## src/rtl/cpu_mem_arbiter_if.sv

```systemverilog
// cpu_mem_arbiter_if: fetch port, load/store port and memory bus of the arbiter
interface cpu_mem_arbiter_if;
  logic        ireq_i;
  logic [31:0] iaddr_i;
  logic        igrant_o;
  logic        irvalid_o;
  logic [31:0] irdata_o;
  logic        dreq_i;
  logic [31:0] daddr_i;
  logic        dwe_i;
  logic [3:0]  dwmask_i;
  logic [31:0] dwdata_i;
  logic        dgrant_o;
  logic        drvalid_o;
  logic [31:0] drdata_o;
  logic        mem_en_o;
  logic [31:0] mem_addr_o;
  logic        mem_we_o;
  logic [3:0]  mem_wmask_o;
  logic [31:0] mem_wdata_o;
  logic [31:0] mem_rdata_i;
  modport slave (
    input  ireq_i, iaddr_i, dreq_i, daddr_i, dwe_i, dwmask_i, dwdata_i, mem_rdata_i,
    output igrant_o, irvalid_o, irdata_o, dgrant_o, drvalid_o, drdata_o,
           mem_en_o, mem_addr_o, mem_we_o, mem_wmask_o, mem_wdata_o
  );
  modport master (
    output ireq_i, iaddr_i, dreq_i, daddr_i, dwe_i, dwmask_i, dwdata_i, mem_rdata_i,
    input  igrant_o, irvalid_o, irdata_o, dgrant_o, drvalid_o, drdata_o,
           mem_en_o, mem_addr_o, mem_we_o, mem_wmask_o, mem_wdata_o
  );
endinterface

```

## src/rtl/cpu_mem_arbiter.sv

```systemverilog
// cpu_mem_arbiter: shares one single-port memory between fetch (I) and load/store (D) ports
module cpu_mem_arbiter #(
  parameter int MEM_LATENCY  = 1,
  parameter int STARVE_LIMIT = 4
) (
  input logic             clk_i,
  input logic             reset_ni,
  cpu_mem_arbiter_if.slave bus
);
  localparam logic [3:0] LIMIT = 4'(STARVE_LIMIT);
  logic [3:0]             r_streak;
  logic [3:0]             w_streak_nxt;
  logic                   w_force;
  logic                   w_igrant;
  logic                   w_dgrant;
  logic [MEM_LATENCY-1:0] r_pv;
  logic [MEM_LATENCY-1:0] r_po;
  logic                   r_irvalid;
  logic                   r_drvalid;
  logic [31:0]            r_irdata;
  logic [31:0]            r_drdata;
  logic                   w_tail_i;
  logic                   w_tail_d;
  // D wins unless I has waited through LIMIT D grants; nothing is granted in reset
  always_comb begin
    w_force      = bus.ireq_i && r_streak == LIMIT;
    w_igrant     = reset_ni && (w_force || (bus.ireq_i && !bus.dreq_i));
    w_dgrant     = reset_ni && !w_force && bus.dreq_i;
    w_streak_nxt = (w_igrant || !bus.ireq_i) ? 4'd0 :
                   (w_dgrant && r_streak != LIMIT) ? r_streak + 4'd1 : r_streak;
    w_tail_i     = r_pv[MEM_LATENCY-1] && !r_po[MEM_LATENCY-1];
    w_tail_d     = r_pv[MEM_LATENCY-1] && r_po[MEM_LATENCY-1];
  end
  assign bus.igrant_o    = w_igrant;
  assign bus.dgrant_o    = w_dgrant;
  assign bus.mem_en_o    = w_igrant | w_dgrant;
  assign bus.mem_addr_o  = w_dgrant ? bus.daddr_i : bus.iaddr_i;
  assign bus.mem_we_o    = w_dgrant & bus.dwe_i;
  assign bus.mem_wmask_o = (w_dgrant & bus.dwe_i) ? bus.dwmask_i : 4'd0;
  assign bus.mem_wdata_o = w_dgrant ? bus.dwdata_i : 32'd0;
  assign bus.irvalid_o   = r_irvalid;
  assign bus.irdata_o    = r_irdata;
  assign bus.drvalid_o   = r_drvalid;
  assign bus.drdata_o    = r_drdata;
  // anti-starvation streak of D grants taken while I is waiting
  always_ff @(posedge clk_i or negedge reset_ni) begin
    if (!reset_ni) r_streak <= 4'd0;
    else r_streak <= w_streak_nxt;
  end
  // {valid, owner} tracking pipe aligned with the memory read latency; owner 1 = D
  always_ff @(posedge clk_i or negedge reset_ni) begin
    if (!reset_ni) begin
      r_pv <= '0;
      r_po <= '0;
    end else begin
      r_pv[0] <= (w_igrant | w_dgrant) && !(w_dgrant && bus.dwe_i);
      r_po[0] <= w_dgrant;
      for (int i = 1; i < MEM_LATENCY; i++) begin
        r_pv[i] <= r_pv[i-1];
        r_po[i] <= r_po[i-1];
      end
    end
  end
  // register each returning word to its owner; an idle port keeps its last data
  always_ff @(posedge clk_i or negedge reset_ni) begin
    if (!reset_ni) begin
      r_irvalid <= 1'b0;
      r_drvalid <= 1'b0;
      r_irdata  <= 32'd0;
      r_drdata  <= 32'd0;
    end else begin
      r_irvalid <= w_tail_i;
      r_drvalid <= w_tail_d;
      if (w_tail_i) r_irdata <= bus.mem_rdata_i;
      if (w_tail_d) r_drdata <= bus.mem_rdata_i;
    end
  end
endmodule

```

## src/flat_wrapper.sv

```systemverilog
// flat-port wrapper written by rule: the top's interface ports become plain ports
module cpu_mem_arbiter_flat 
#(
  parameter int MEM_LATENCY  = 1,
  parameter int STARVE_LIMIT = 4
)
  (clk_i, reset_ni, bus_ireq_i, bus_iaddr_i, bus_dreq_i, bus_daddr_i, bus_dwe_i, bus_dwmask_i, bus_dwdata_i, bus_mem_rdata_i, bus_igrant_o, bus_irvalid_o, bus_irdata_o, bus_dgrant_o, bus_drvalid_o, bus_drdata_o, bus_mem_en_o, bus_mem_addr_o, bus_mem_we_o, bus_mem_wmask_o, bus_mem_wdata_o);
  cpu_mem_arbiter_if bus_i ();
  input logic clk_i;
  input logic reset_ni;
  input wire logic [$bits(bus_i.ireq_i)-1:0] bus_ireq_i;
  input wire logic [$bits(bus_i.iaddr_i)-1:0] bus_iaddr_i;
  input wire logic [$bits(bus_i.dreq_i)-1:0] bus_dreq_i;
  input wire logic [$bits(bus_i.daddr_i)-1:0] bus_daddr_i;
  input wire logic [$bits(bus_i.dwe_i)-1:0] bus_dwe_i;
  input wire logic [$bits(bus_i.dwmask_i)-1:0] bus_dwmask_i;
  input wire logic [$bits(bus_i.dwdata_i)-1:0] bus_dwdata_i;
  input wire logic [$bits(bus_i.mem_rdata_i)-1:0] bus_mem_rdata_i;
  output wire logic [$bits(bus_i.igrant_o)-1:0] bus_igrant_o;
  output wire logic [$bits(bus_i.irvalid_o)-1:0] bus_irvalid_o;
  output wire logic [$bits(bus_i.irdata_o)-1:0] bus_irdata_o;
  output wire logic [$bits(bus_i.dgrant_o)-1:0] bus_dgrant_o;
  output wire logic [$bits(bus_i.drvalid_o)-1:0] bus_drvalid_o;
  output wire logic [$bits(bus_i.drdata_o)-1:0] bus_drdata_o;
  output wire logic [$bits(bus_i.mem_en_o)-1:0] bus_mem_en_o;
  output wire logic [$bits(bus_i.mem_addr_o)-1:0] bus_mem_addr_o;
  output wire logic [$bits(bus_i.mem_we_o)-1:0] bus_mem_we_o;
  output wire logic [$bits(bus_i.mem_wmask_o)-1:0] bus_mem_wmask_o;
  output wire logic [$bits(bus_i.mem_wdata_o)-1:0] bus_mem_wdata_o;
  assign bus_i.ireq_i = bus_ireq_i;
  assign bus_i.iaddr_i = bus_iaddr_i;
  assign bus_i.dreq_i = bus_dreq_i;
  assign bus_i.daddr_i = bus_daddr_i;
  assign bus_i.dwe_i = bus_dwe_i;
  assign bus_i.dwmask_i = bus_dwmask_i;
  assign bus_i.dwdata_i = bus_dwdata_i;
  assign bus_i.mem_rdata_i = bus_mem_rdata_i;
  assign bus_igrant_o = bus_i.igrant_o;
  assign bus_irvalid_o = bus_i.irvalid_o;
  assign bus_irdata_o = bus_i.irdata_o;
  assign bus_dgrant_o = bus_i.dgrant_o;
  assign bus_drvalid_o = bus_i.drvalid_o;
  assign bus_drdata_o = bus_i.drdata_o;
  assign bus_mem_en_o = bus_i.mem_en_o;
  assign bus_mem_addr_o = bus_i.mem_addr_o;
  assign bus_mem_we_o = bus_i.mem_we_o;
  assign bus_mem_wmask_o = bus_i.mem_wmask_o;
  assign bus_mem_wdata_o = bus_i.mem_wdata_o;
  cpu_mem_arbiter #(.MEM_LATENCY(MEM_LATENCY), .STARVE_LIMIT(STARVE_LIMIT)) u_core (.clk_i(clk_i), .reset_ni(reset_ni), .bus(bus_i));
endmodule
```

## config.mk

```make
export PLATFORM = sky130hd
export DESIGN_NAME = cpu_mem_arbiter_flat
export DESIGN_NICKNAME = d
export VERILOG_FILES = /design/src/rtl/cpu_mem_arbiter_if.sv /design/src/rtl/cpu_mem_arbiter.sv /design/src/flat_wrapper.sv
export SDC_FILE = /design/constraint.sdc
export NUM_CORES = 1
export LEC_CHECK = 0
export BUFFER_PORTS_ARGS = -buffer_cell sky130_fd_sc_hd__clkbuf_2
export CORE_AREA = 3 3 107 109
export CTS_CLUSTER_DIAMETER = 150
export DETAILED_ROUTE_END_ITERATION = 8
export DIE_AREA = 0 0 110 112
export PLACE_DENSITY = 0.68
export SYNTH_ARGS = -nofsm -noshare
export SYNTH_HDL_FRONTEND = slang
export SYNTH_SLANG_ARGS = --single-unit
```

## constraint.sdc

```tcl
create_clock -name clk_i -period 2.78 [get_ports clk_i]
set_clock_uncertainty 0.05 [all_clocks]
set_input_delay 0.556 -clock clk_i [delete_from_list [all_inputs] [get_ports clk_i]]
set_output_delay 0.556 -clock clk_i [all_outputs]
set_load 0.02 [all_outputs]
```

After elaboration in Yosys (flattened, before gate mapping)
Cells that the tools add are included.

Output and inout bits: 138. Bits in registers: 72. Word-level logic and storage cells: 35.

Add/subtract/negate cells: 1. Eq/ne operators: 2. Bitwise logic cells: 2. Multiplexer cells: 5. Reductions and logical operators: 18.

Operator list (count): $mux W32 (2); $mux W4 (3); $logic_and A1 B1 Y1 (10); $logic_not A1 Y1 (5); $add A4 B1 Y4 const B (1); $eq A4 B3 Y1 const B (1); $ne A4 B3 Y1 const B (1); $logic_or A1 B1 Y1 (2); $reduce_bool A2 Y1 (1); $and A1 B1 Y1 (1); $or A1 B1 Y1 (1).

Depth between registers and ports, before layout
Depth after elaboration: 8. Gate-level depth with buffers: 6. Mapped depth without buffers: 6.

Least setup slack after synthesis
No wires, ideal clock.

Path kind: register to output. Start: reg u_core.r_streak[0]. End: out bus_mem_addr_o[5]. Path buffers: 1. Slack: 436 ps. Arrival time: 1738 ps. Data required time: 2174 ps. Cell stages (with the launch flop): 7. Cells stage by stage: dfrtp_1 > inv_1 > ha_1 > and3b_2 > a21oi_4 > clkbuf_8 > mux2_1.

Word-level cells in the longest chain between the ends: 6.

Ends and longest elaborated chain: from (decl) (line cpu_mem_arbiter.sv:11) `logic [3:0] r_streak;`; from (signal assigned) (line cpu_mem_arbiter.sv:48) `else r_streak <= w_streak_nxt;`; $eq A4 B3 Y1 (line cpu_mem_arbiter.sv:26) `w_force = bus.ireq_i && r_streak == LIMIT;`; $logic_and A1 B1 Y1 (line cpu_mem_arbiter.sv:26); $logic_not A1 Y1 (line cpu_mem_arbiter.sv:28) `w_dgrant = reset_ni && !w_force && bus.dreq_i;`; $logic_and A1 B1 Y1 (2 in series) (line cpu_mem_arbiter.sv:28); $mux W32 (line cpu_mem_arbiter.sv:37) `assign bus.mem_addr_o = w_dgrant ? bus.daddr_i : bus.iaddr_i;`; to (decl) (line flat_wrapper.sv:26) `output wire logic [$bits(bus_i.mem_addr_o)-1:0] bus_mem_addr_o;`.

No other way between the ends.

Final worst setup path
Start: reg u_core.r_streak[1]. End: out bus_mem_addr_o[26].

The elaborated chain is that of the path after synthesis.

==> results.sh <==
export IMPL_cts_buffers=9
export IMPL_grt_ovfl_total=0
export IMPL_multi_input_area_um2=1605
export IMPL_synth_cell_types=28
export IMPL_critPathLaunchType="flop"
export IMPL_synth_top_cells_by_count="mux2_2 (94), dfrtp_1 (72), and2_1 (34)"
export IMPL_vias_per_cell=4.493
export IMPL_power_frac_seq_pct=39.1
export IMPL_cp_top_family="buffers and inverters"
export IMPL_final_antenna_net_count=0
export IMPL_die_h_um=112
export IMPL_worst_ep_required_time_ns=2.17
export IMPL_syn_area_per_cell_um2=13.63
export IMPL_r2r_cells=7
export IMPL_netlist_area_um2=3408
export IMPL_cts_reportedPaths_clkPinSlew_ns=0.08
export IMPL_internal_power_mw=2.344
export IMPL_diodes=0
export IMPL_route_vias_total=3073
export IMPL_register_area_um2=1802
export IMPL_fillers=955
export IMPL_cts_sinks=72
export IMPL_p_leak_nw=3.005
export IMPL_clk_latency_ns=0.34
export IMPL_drv_slew=0
export IMPL_hpwl_um=8794
export IMPL_ir_drop_v=0.0003513
export IMPL_yosysTopAreaCell="dfrtp_1"
export IMPL_synthMuxAreaShare_pct=31.72
export IMPL_cp_depth=8
export IMPL_hp_class="in -> reg"
export IMPL_synthXorXnorAreaFrac_pct=0
export IMPL_synth_top_family_by_area="multiplexers"
export IMPL_synth_adder_area_share_pct=0.7342
export IMPL_grt_max_degree=77
export IMPL_status="finished clean"
export IMPL_place_inst=654
export IMPL_clock_root_buffer="clkbuf_8"
export IMPL_yosys_top_cells_area="dfrtp_1 (53%), mux2_2 (31%), and2_1 (6.2%)"
export IMPL_critPathBufInv=4
export IMPL_num_io_pins=275
export IMPL_start_util_pct=31.86
export IMPL_remaining_drc_errors=0
export IMPL_total_power_mw=3.547
export IMPL_grt_pass1_wl_um=16950
export IMPL_row_count=38
export IMPL_grt_pass1_vias=3216
export IMPL_cap_violations=0
export IMPL_die_area_um2=12320
export IMPL_holdPathStages=2
export IMPL_cts_buffer_depth=2
export IMPL_clkPwrFrac_pct=26.4
export IMPL_grt_use_total_pct=17.95
export IMPL_power_density_nw_per_um2=629.1
export IMPL_setup_tns_ns=0
export IMPL_synth_top_area_share_pct=52.86
export IMPL_yosysWarningCount=0
export IMPL_ys_async_sr_fraction_pct=100.0
export IMPL_synth_most_common_cell="mux2_2"
export IMPL_switching_share_pct=33.93
export IMPL_syn_to_final_growth_pct=65.42
export IMPL_drive_gt1_share_pct=75.37
export IMPL_p_switching_mw=1.203
export IMPL_synth_compound_area_share_pct=2.129
export IMPL_antenna_found_initial=0
export IMPL_endpoint_kind="primary output"
export IMPL_synth_simple_area_share_pct=9.398
export IMPL_ys_ff_latch=72
export IMPL_cpMaxStageDelayCell="dfrtp_1"
export IMPL_finalWirelength_um=11840
export IMPL_critical_path_class="reg -> out"
export IMPL_final_cells=684
export IMPL_r2r_slack_ns=1.05
export IMPL_synthCells=250
export IMPL_power_frac_comb_pct=34.5
export IMPL_fin_nets=678
export IMPL_synthesis_nets=389
export IMPL_cp_max_fo=5
export IMPL_synth_edf_count=0
export IMPL_min_period_over_period_pct=99.72
export IMPL_synth_main_ff_cell="dfrtp_1"
export IMPL_io_buffers=274
export IMPL_min_period_ns=2.772
export IMPL_tightest_slew_ns=0.9088
export IMPL_setup_violations=0
export IMPL_fmax_ghz=0.3607
export IMPL_max_stage_delay_ns=0.38
export IMPL_timing_slew_headroom_pct=39.42
export IMPL_coreArea_um2=10700
export IMPL_gp_congestion=0.8780
export IMPL_cts_tree="done"
export IMPL_wl_per_cell_um=17.30
export IMPL_cts_htree_levels=3
export IMPL_yosysSeqAreaShare_pct=52.86
export IMPL_first_pass_iters=4
export IMPL_rsz0062_at_grt="true"
export IMPL_crit_top_cell="buf_6"
export IMPL_die_w_um=110
export IMPL_cp_cell_sequence="inv_2, ha_4, and3b_2, a21oi_4, buf_6, clkbuf_16, mux2_4, buf_6"
export IMPL_drt_initial_drc_count=107
export IMPL_cp_data_arrival_time_ns=2.17
export IMPL_hold_viol_final=0
[power groups by stage]
stage	clock, mW	sequential, mW	combinational, mW
final	0.936	1.39	1.22
after global routing	1.02	1.42	1.31
after CTS	0.970	1.39	1.17
after detailed placement	0	1.41	1.13
after global placement	0	1.40	1.12
after floorplan	0	1.68	0.382
[routing by layer]
metal / part of all wire [%] / global-route usage (%) / wire length (um) / vias to the layer above
li1: - / - / - / 1453
met1: 37 / 20.24 / 4390 / 1452
met2: 53 / 32.08 / 6300 / 156
met3: 8.1 / 4.986 / 956 / 12
met4: 1.6 / 5.902 / 187 / 0
met5: 0 / 0 / 0 / -
[path summary, 6_finish.rpt]
check,from,end
max in group asynchronous,reset_ni,u_core.bus.drdata_o[3]
max reg2reg,u_core.r_streak[1],u_core.r_streak[3]
min in group asynchronous,reset_ni,u_core.bus.drvalid_o
min,bus_mem_rdata_i[24],u_core.bus.drdata_o[24]
min reg2reg,u_core.bus.irdata_o[6],u_core.bus.irdata_o[6]
max,u_core.r_streak[1],bus_mem_addr_o[26]
[registers in the layout, indices dropped and copies added, names as in the netlist]
name,count
u_core.r_streak,4
u_core.bus.drvalid_o,1
u_core.r_pv,1
u_core.bus.drdata_o,32
u_core.bus.irdata_o,32
u_core.r_po,1
u_core.bus.irvalid_o,1
[metrics by stage]
| stage | setup WS [ns] | instance area, um^2 | utilization [%] | hold slack (ns) |
|---|---|---|---|---|
| after floorplan | 0.4360 | 3408 | - | 0.2104 |
| after global placement | 0.2812 | 4931 | 46.09 | 0.4361 |
| after detailed placement | 0.2267 | 4931 | 46.09 | 0.4429 |
| after CTS | -0.04157 | 5340 | 49.92 | 0.3841 |
| after global routing | -0.07149 | 5638 | 52.70 | 0.3886 |
| final | 0.007859 | 5638 | 52.70 | 0.4046 |
[worst reg2reg max path: cells and delay by family, from the launching register on]
| kind | cells | cell delay [ns] |
|---|---|---|
| buffers and inverters | 2 | 0.21 |
| adder cells (fa/ha/maj) | 1 | 0.16 |
| AO/OA/AOI/OAI | 2 | 0.31 |
| AND/OR/NAND/NOR | 2 | 0.54 |
| flip-flops | 1 | 0.38 |
[final cells by class]
cell class	count	share of cell area, %
Clock buffer	9	2.197
Clock inverter	7	1.820
Inverter	5	0.3329
Multi-Input combinational cell	159	28.47
Sequential cell	72	31.96
Tap cell	140	3.107
Timing Repair Buffer	292	32.11
[cell families after synthesis]
logic type	Yosys count
fa+ha+maj	2
mux	96
compound gates	9
simple gates	52
buf+inv	19
flops	72
[what timing repair did]
action | in CTS | in global routing
cloned | 3 | 3
hold buffers | 0 | 0
resized for setup | 15 | 97
pin swaps | 1 | 2
setup endpoints to repair | 32 | 65
buffers inserted | 6 | 3
[cell usage in the layout, fill, tap and decap left out, drive strengths merged]
cell	Yosys	layout
clkbuf	6	255
mux2	96	96
dfrtp	72	72
buf	8	46
and2	34	34
inv	5	8
nand2	4	4
and3	4	4
nand3	2	2
nor3b	2	2
bufinv	0	2
a21oi	2	2
nor2b	2	2
ha	2	2
clkinv	0	2
and3b	1	1
o211a	1	1
or2	1	1
a21o	1	1
o22ai	1	1
nand2b	1	1
a41oi	1	1
a31oi	1	1
and2b	1	1
o31ai	1	1
o21ai	1	1
No activity file was read; power rests on OpenSTA's default activity.
